File: config.mk
export PLATFORM = sky130hd
export DESIGN_NAME = sweep_counter_ctrl
export DESIGN_NICKNAME = d
export VERILOG_FILES = /design/src/rtl/sweep_ctrl_pkg.sv /design/src/rtl/updown_count_core.sv /design/src/rtl/sweep_counter_ctrl.sv
export SDC_FILE = /design/constraint.sdc
export NUM_CORES = 1
export LEC_CHECK = 0
export CORE_UTILIZATION = 53
export CTS_BUF_LIST = sky130_fd_sc_hd__clkbuf_8
export CTS_CLUSTER_SIZE = 8
export DETAILED_ROUTE_END_ITERATION = 8
export HOLD_SLACK_MARGIN = 0.08
export PLACE_DENSITY_LB_ADDON = 0.05
export SLEW_MARGIN = 0
export SYNTH_ARGS = -nofsm -noshare
export SYNTH_HDL_FRONTEND = slang
export SYNTH_SLANG_ARGS = --single-unit
File: constraint.sdc
create_clock -name clk -period 2.6 [get_ports clk]
set_input_delay 0.52 -clock clk [delete_from_list [all_inputs] [get_ports clk]]
set_output_delay 0.52 -clock clk [all_outputs]
set_load 0.01 [all_outputs]
File: src/rtl/sweep_ctrl_pkg.sv
// rtl/sweep_ctrl_pkg.sv - shared state encoding and default widths for the sweep sequencer
package sweep_ctrl_pkg;

  localparam int DEF_BITS     = 4;
  localparam int DEF_CYC_BITS = 8;

  typedef enum logic [1:0] {
    IDLE = 2'd0,
    UP   = 2'd1,
    DOWN = 2'd2,
    DONE = 2'd3
  } state_t;

endpackage

File: src/rtl/updown_count_core.sv
// rtl/updown_count_core.sv - up/down counter datapath with clear over enable
module updown_count_core #(
  parameter int W = 4
) (
  input  logic         clk,
  input  logic         reset,
  input  logic         clear,
  input  logic         enable,
  input  logic         up,
  output logic [W-1:0] Q
);

  always_ff @(posedge clk) begin
    if (reset || clear) begin
      Q <= '0;
    end else if (enable) begin
      Q <= up ? (Q + W'(1)) : (Q - W'(1));
    end
  end

endmodule

File: src/rtl/sweep_counter_ctrl.sv
// rtl/sweep_counter_ctrl.sv - triangle sweep sequencer driving the up/down counter core
module sweep_counter_ctrl
  import sweep_ctrl_pkg::*;
#(
  parameter int BITS     = DEF_BITS,
  parameter int CYC_BITS = DEF_CYC_BITS
) (
  input  logic                clk,
  input  logic                reset,
  input  logic                start,
  input  logic [BITS-1:0]     limit,
  input  logic [CYC_BITS-1:0] cycles,
  input  logic                pause,
  output logic                busy,
  output logic                enable,
  output logic                up,
  output logic [BITS-1:0]     count,
  output logic [CYC_BITS-1:0] sweep_cnt,
  output logic                done
);

  state_t              state;
  logic [BITS-1:0]     lim_r;
  logic [CYC_BITS-1:0] cyc_r;
  logic [BITS-1:0]     count_inc;
  logic [BITS-1:0]     count_dec;
  logic [CYC_BITS-1:0] sweep_inc;
  logic                clear;

  assign count_inc = count + BITS'(1);
  assign count_dec = count - BITS'(1);
  assign sweep_inc = sweep_cnt + CYC_BITS'(1);

  assign busy   = (state != IDLE);
  assign up     = (state == UP);
  assign enable = ((state == UP) || (state == DOWN)) && !pause;
  // Count is pinned to zero whenever the counter is not sweeping.
  assign clear  = (state == IDLE) || (state == DONE);

  always_ff @(posedge clk) begin
    if (reset) begin
      state     <= IDLE;
      lim_r     <= '0;
      cyc_r     <= '0;
      sweep_cnt <= '0;
      done      <= 1'b0;
    end else begin
      done <= 1'b0;
      case (state)
        IDLE: begin
          if (start) begin
            lim_r     <= limit;
            cyc_r     <= cycles;
            sweep_cnt <= '0;
            state     <= ((limit == '0) || (cycles == '0)) ? DONE : UP;
          end
        end
        UP: begin
          if (!pause && (count_inc == lim_r)) begin
            state <= DOWN;
          end
        end
        DOWN: begin
          // Reaching zero closes one sweep; either start another or finish.
          if (!pause && (count_dec == '0)) begin
            sweep_cnt <= sweep_inc;
            state     <= (sweep_inc == cyc_r) ? DONE : UP;
          end
        end
        DONE: begin
          done  <= 1'b1;
          state <= IDLE;
        end
        default: state <= IDLE;
      endcase
    end
  end

  updown_count_core #(
    .W(BITS)
  ) u_core (
    .clk    (clk),
    .reset  (reset),
    .clear  (clear),
    .enable (enable),
    .up     (up),
    .Q      (count)
  );

endmodule

# == Yosys cells after proc, flatten, opt, wreduce, memory -nomap -nowiden ==
# Cells that the tools add are included.
# word_totals
register_bits,27
latch_bits,0
ram_bits,0
rom_bits,0
input_bits,16
output_inout_bits,16
wordCells,45
memories,0
# classes
add_sub_neg,3
mul,0
div,0
order_cmp,0
n_eq_ne,8
shifts,0
mux,11
bitwise_logic,0
n_reduce_logical,17
# ops
op,n
$mux W8,2
$pmux W8 S2,1
$mux W2,5
$add A8 B1 Y8 const B,1
$eq A8 B8 Y1,1
$logic_not A4 Y1,2
$logic_not A8 Y1,1
$pmux W2 S4,1
$reduce_and A3 Y1,2
$add A4 B1 Y4 const B,1
$eq A2 B2 Y1 const B,2
$eq A4 B4 Y1,1
$logic_or A1 B1 Y1,4
$mux W4,1
$ne A2 B2 Y1 const B,2
$reduce_bool A2 Y1,2
$sub A4 B1 Y4 const B,1
$logic_and A1 B1 Y1,3
$eq A2 B1 Y1 const B,1
$logic_not A2 Y1,1
$ne A2 B1 Y1 const B,1
$reduce_and A2 Y1,1
$logic_not A1 Y1,1
$mux W1,1

# == Depth between registers and ports, before layout ==
# depth
depth_word,5
ltp_mapped,9
depth_no_buf,7

# == Hierarchy ==
# Synthesis repeated with hierarchy kept, for this count alone.
# unflattened
hier_cells,205
hier_area_um2,1700.4
# by_module_without_submodules
module,instances,cells_per_inst,area_per_inst_um2,seq_area_each_um2
sweep_counter_ctrl,1,180,1460.2,460.4
updown_count_core,1,25,240.2,80.1

# == Worst setup path before layout ==
# OpenSTA, ideal clock, no wires.
# synth_timing
kind,register to register
startpoint,reg u_core.Q[0]
endpoint,reg sweep_cnt[4]
setup_ns,0.091
t_arrival_ns,1.903
required_ns,2.509
setup_slack_ns,0.606
path_stages_with_launch,9
path_buffers,2
synth_period_minus_slack_ns,1.994
cell_sequence,dfxtp_1 buf_6 inv_1 ha_1 o41ai_4 and4_1 buf_4 a41oi_1 a311oi_1
# synth_via
elab_chain_cells,5
# synth_lines
element,line_no,source
start: declaration,updown_count_core.sv:10,output logic [W-1:0] Q
start signal: assignment,updown_count_core.sv:17,Q <= up ? (Q + W'(1)) : (Q - W'(1));
$sub A4 B1 Y4,sweep_counter_ctrl.sv:31,assign count_dec = count - BITS'(1);
$logic_not A4 Y1,sweep_counter_ctrl.sv:65,if (!pause && (count_dec == '0)) begin
$logic_and A1 B1 Y1,sweep_counter_ctrl.sv:65,
$ne A2 B1 Y1 (no source line),-,
$reduce_and A3 Y1 (no source line),-,
end signal: assignment,sweep_counter_ctrl.sv:66,sweep_cnt <= sweep_inc;
end: declaration,sweep_counter_ctrl.sv:18,"output logic [CYC_BITS-1:0] sweep_cnt,"
# No other way between the ends.
# A chain may end at the register's enable or synchronous reset.

# == Worst setup path in the final report ==
# layout_timing
startpoint,reg u_core.Q[0]
endpoint,reg sweep_cnt[3]
# The elaborated chain is that of the path after synthesis.

==> run_results.csv <==
group,metric,value,unit
setup_path,cp_max_fo,11,
clocking,numClockSinks,27,
grt,gr-total-overflow,0,
synthesis,ys.flop_type,"dfxtp_1",
sta,max_freq,0.435,GHz
sta,slew_headroom,0.664,
synthesis,synth_area_per_cell,8.00,µm²
clocking,cts_made_buffers,3,
clocking,worstSkewPairLatency,0.28,ns
setup_path,r2r-end,"sweep_cnt[3]",
place,hpwl,2.79,mm
grt,grt_max_degree,16,
layout,seqCellArea,541,µm²
worst_hold_path,hold_depth,2,
layout,layout-drive-gt1-share,0.0356,
synthesis,synth-seq-cells,27,
setup_path,cp-startpoint,"u_core.Q[0]",
power_and_ir_drop,p_per_area,741,nW/µm²
layout,area_growth,21.0,%
synthesis,synth.most_common_cell,"nand2_1",
detailed_routing,routedWlPerCell,14.3,µm
worst_hold_path,hold_class,"reg2reg",
setup_path,crit_type,"reg2reg",
clocking,htreeDepth,1,
layout,final_area,1970,µm²
synthesis,yosysTopAreaCellShare,0.333,
die,num_rows,19,
synthesis,yosysSeqAreaShare,0.333,
setup_path,critPathLaunchType,"flop",
detailed_routing,drtIter0Drc,68,
clocking,cts_buffer_depth,2,
die,ioPinCount,32,
sta,worst_clock_skew,0.00245,ns
synthesis,synth-edff-count,0,
detailed_routing,routed_wl,3.66,mm
die,die_area,3290,µm²
layout,nets,250,
place,place.gp.congestion,0.781,
clocking,cts_tree,"done",
power_and_ir_drop,finalPower,1.46,mW
sta,fin_crit_sh,0.883,
synthesis,syn_nets,227,
sta,slew_viol_final,0,
detailed_routing,routed_via_density,6.08,
clocking,cts_setup_buffers,0,
sta,rsz0062_at_grt,"false",
setup_path,r2r-start,"u_core.Q[0]",
setup_path,rrSetupSlack,0.30,ns
sta,hold_viol,0,
grt,antenna_found_initial,0,
detailed_routing,via_count,1556,
power_and_ir_drop,peakVddDrop,0.497,mV
setup_path,end_kind,"flop",
outcome,violations,"DRC",
die,die_w,57.4,µm
layout,multi_input_area,981,µm²
power_and_ir_drop,leakagePower,0.732,nW
setup_path,worstPathArrival,2.48,ns
grt,grt_pass1_vias,1368,
die,core_area,2830,µm²
clocking,root_buffer,"clkbuf_8",
die,die_y,57.4,µm
synthesis,syn_inst,203,
clocking,hold_buffers,0,
sta,setup_viol,0,
place,port_buffers,31,
setup_path,critPathCapture,"sweep_cnt[3]",
synthesis,yosys_warnings,0,
sta,post-route-min-period,2.30,ns
grt,grt_pass1_wl,6.09,mm
layout,antennaDiodeCount,0,
synthesis,ys_async_sr_fraction,0,
grt,track_usage,0.238,
detailed_routing,drtPass1Iterations,6,
clocking,path_clk_slew,0.10,ns
die,initial_core_util,0.574,
synthesis,yosys.area.top_type,"dfxtp_1",
synthesis,synth_area,1620,µm²
synthesis,synth_area_leaders,"dfxtp_1 33%, nand2_1 8.1%, ha_1 6.2%, a21oi_1 5.9%, xor2_1 5.4%",
outcome,status,"finished, violations left",
clocking,cts_resized,0,
setup_path,reg2reg_depth,6,
place,place_area,1920,µm²
detailed_routing,drc,2,
flow_run,max_cap_violations,0,
setup_path,crit_required,2.79,ns
sta,setup_total_negative_slack,0,ns
synthesis,synth_common_cells,"35 x nand2_1, 27 x dfxtp_1, 19 x a21oi_1",
sta,tightest_slew,0.501,ns
layout,fillers,246,
synthesis,yosysUniqueCellTypes,42,
detailed_routing,antenna_left,0,
flip-flops by register name, summed over array words and instances, names as in the netlist:
name,count
lim_r,4
u_core.Q,4
cyc_r,8
done,1
sweep_cnt,8
state,2
critical path, stage by stage, from the launching register on:
cell,delay (ns)
dfxtp_1,0.55
inv_1,0.10
ha_1,0.27
o41ai_4,0.37
and4_1,0.46
a41oi_1,0.16
a311oi_1,0.29
per-stage QoR:
step	std cells	hold slack [ns]	setup WS, ns	util
finish	256	0.474	0.303	0.695
global route	256	0.501	0.126	0.695
CTS	256	0.475	0.303	0.695
detailed placement	252	0.462	0.308	0.678
global placement	252	0.461	0.423	0.678
floorplan	203	0.448	0.606	-
worst min path at each step:
stage	start	to	slack, ns
detailed placement	lim_r[1]	lim_r[1]	0.46
CTS	lim_r[1]	lim_r[1]	0.48
floorplan	cyc_r[0]	cyc_r[0]	0.45
global placement	lim_r[1]	lim_r[1]	0.46
finish	lim_r[1]	lim_r[1]	0.47
global route	lim_r[1]	lim_r[1]	0.50
placed cells by master, fill, tap and decap left out, types with 2 or more instances in the layout:
cell type,instances
clkbuf_8,3
nand3b_1,2
a211oi_1,2
inv_1,9
nor3_1,3
dfxtp_1,27
o21ai_1,3
and4_1,2
xor2_1,10
nand3_1,5
nor2b_1,3
xnor2_1,9
a21oi_1,19
buf_4,2
o21a_1,2
nor4_1,2
clkdlybuf4s50_1,31
nand2_1,35
a31oi_1,3
nor2_1,9
nand2b_1,4
a311oi_1,6
o32ai_1,2
nand4_1,3
o21ai_0,2
ha_1,8
a41oi_1,2
or3_1,3
power by group:
group / internal, mW / switching, mW / total (mW)
Clock: 0.108 / 0.142 / 0.250
Combinational: 0.296 / 0.361 / 0.657
Sequential: 0.475 / 0.0749 / 0.550
Total: 0.879 / 0.578 / 1.46
routing by layer:
| metal | wire length [µm] | up-vias | global-route usage |
|---|---|---|---|
| met5 | 0 | - | 0 |
| met3 | 246 | 5 | 0.0272 |
| met2 | 1700 | 66 | 0.380 |
| li1 | - | 756 | - |
| met1 | 1660 | 729 | 0.320 |
| met4 | 59 | 0 | 0.115 |
final cells by class:
cell class,instances,area share
multi-input cells,152,0.499
clock inverters,1,0.00255
flip-flops and latches,27,0.275
clock buffers,3,0.0210
well taps,31,0.0197
repair buffers,33,0.165
inverters,9,0.0172
cells by family after synthesis:
| family | count (synthesis) | synth area share |
|---|---|---|
| flops | 27 | 0.333 |
| xor+xnor | 19 | 0.102 |
| compound gates | 49 | 0.211 |
| simple gates | 75 | 0.223 |
| buf+inv | 24 | 0.0632 |
| mux | 1 | 0.00616 |
| fa+ha+maj | 8 | 0.0616 |
No activity file was read; power rests on OpenSTA's default activity.
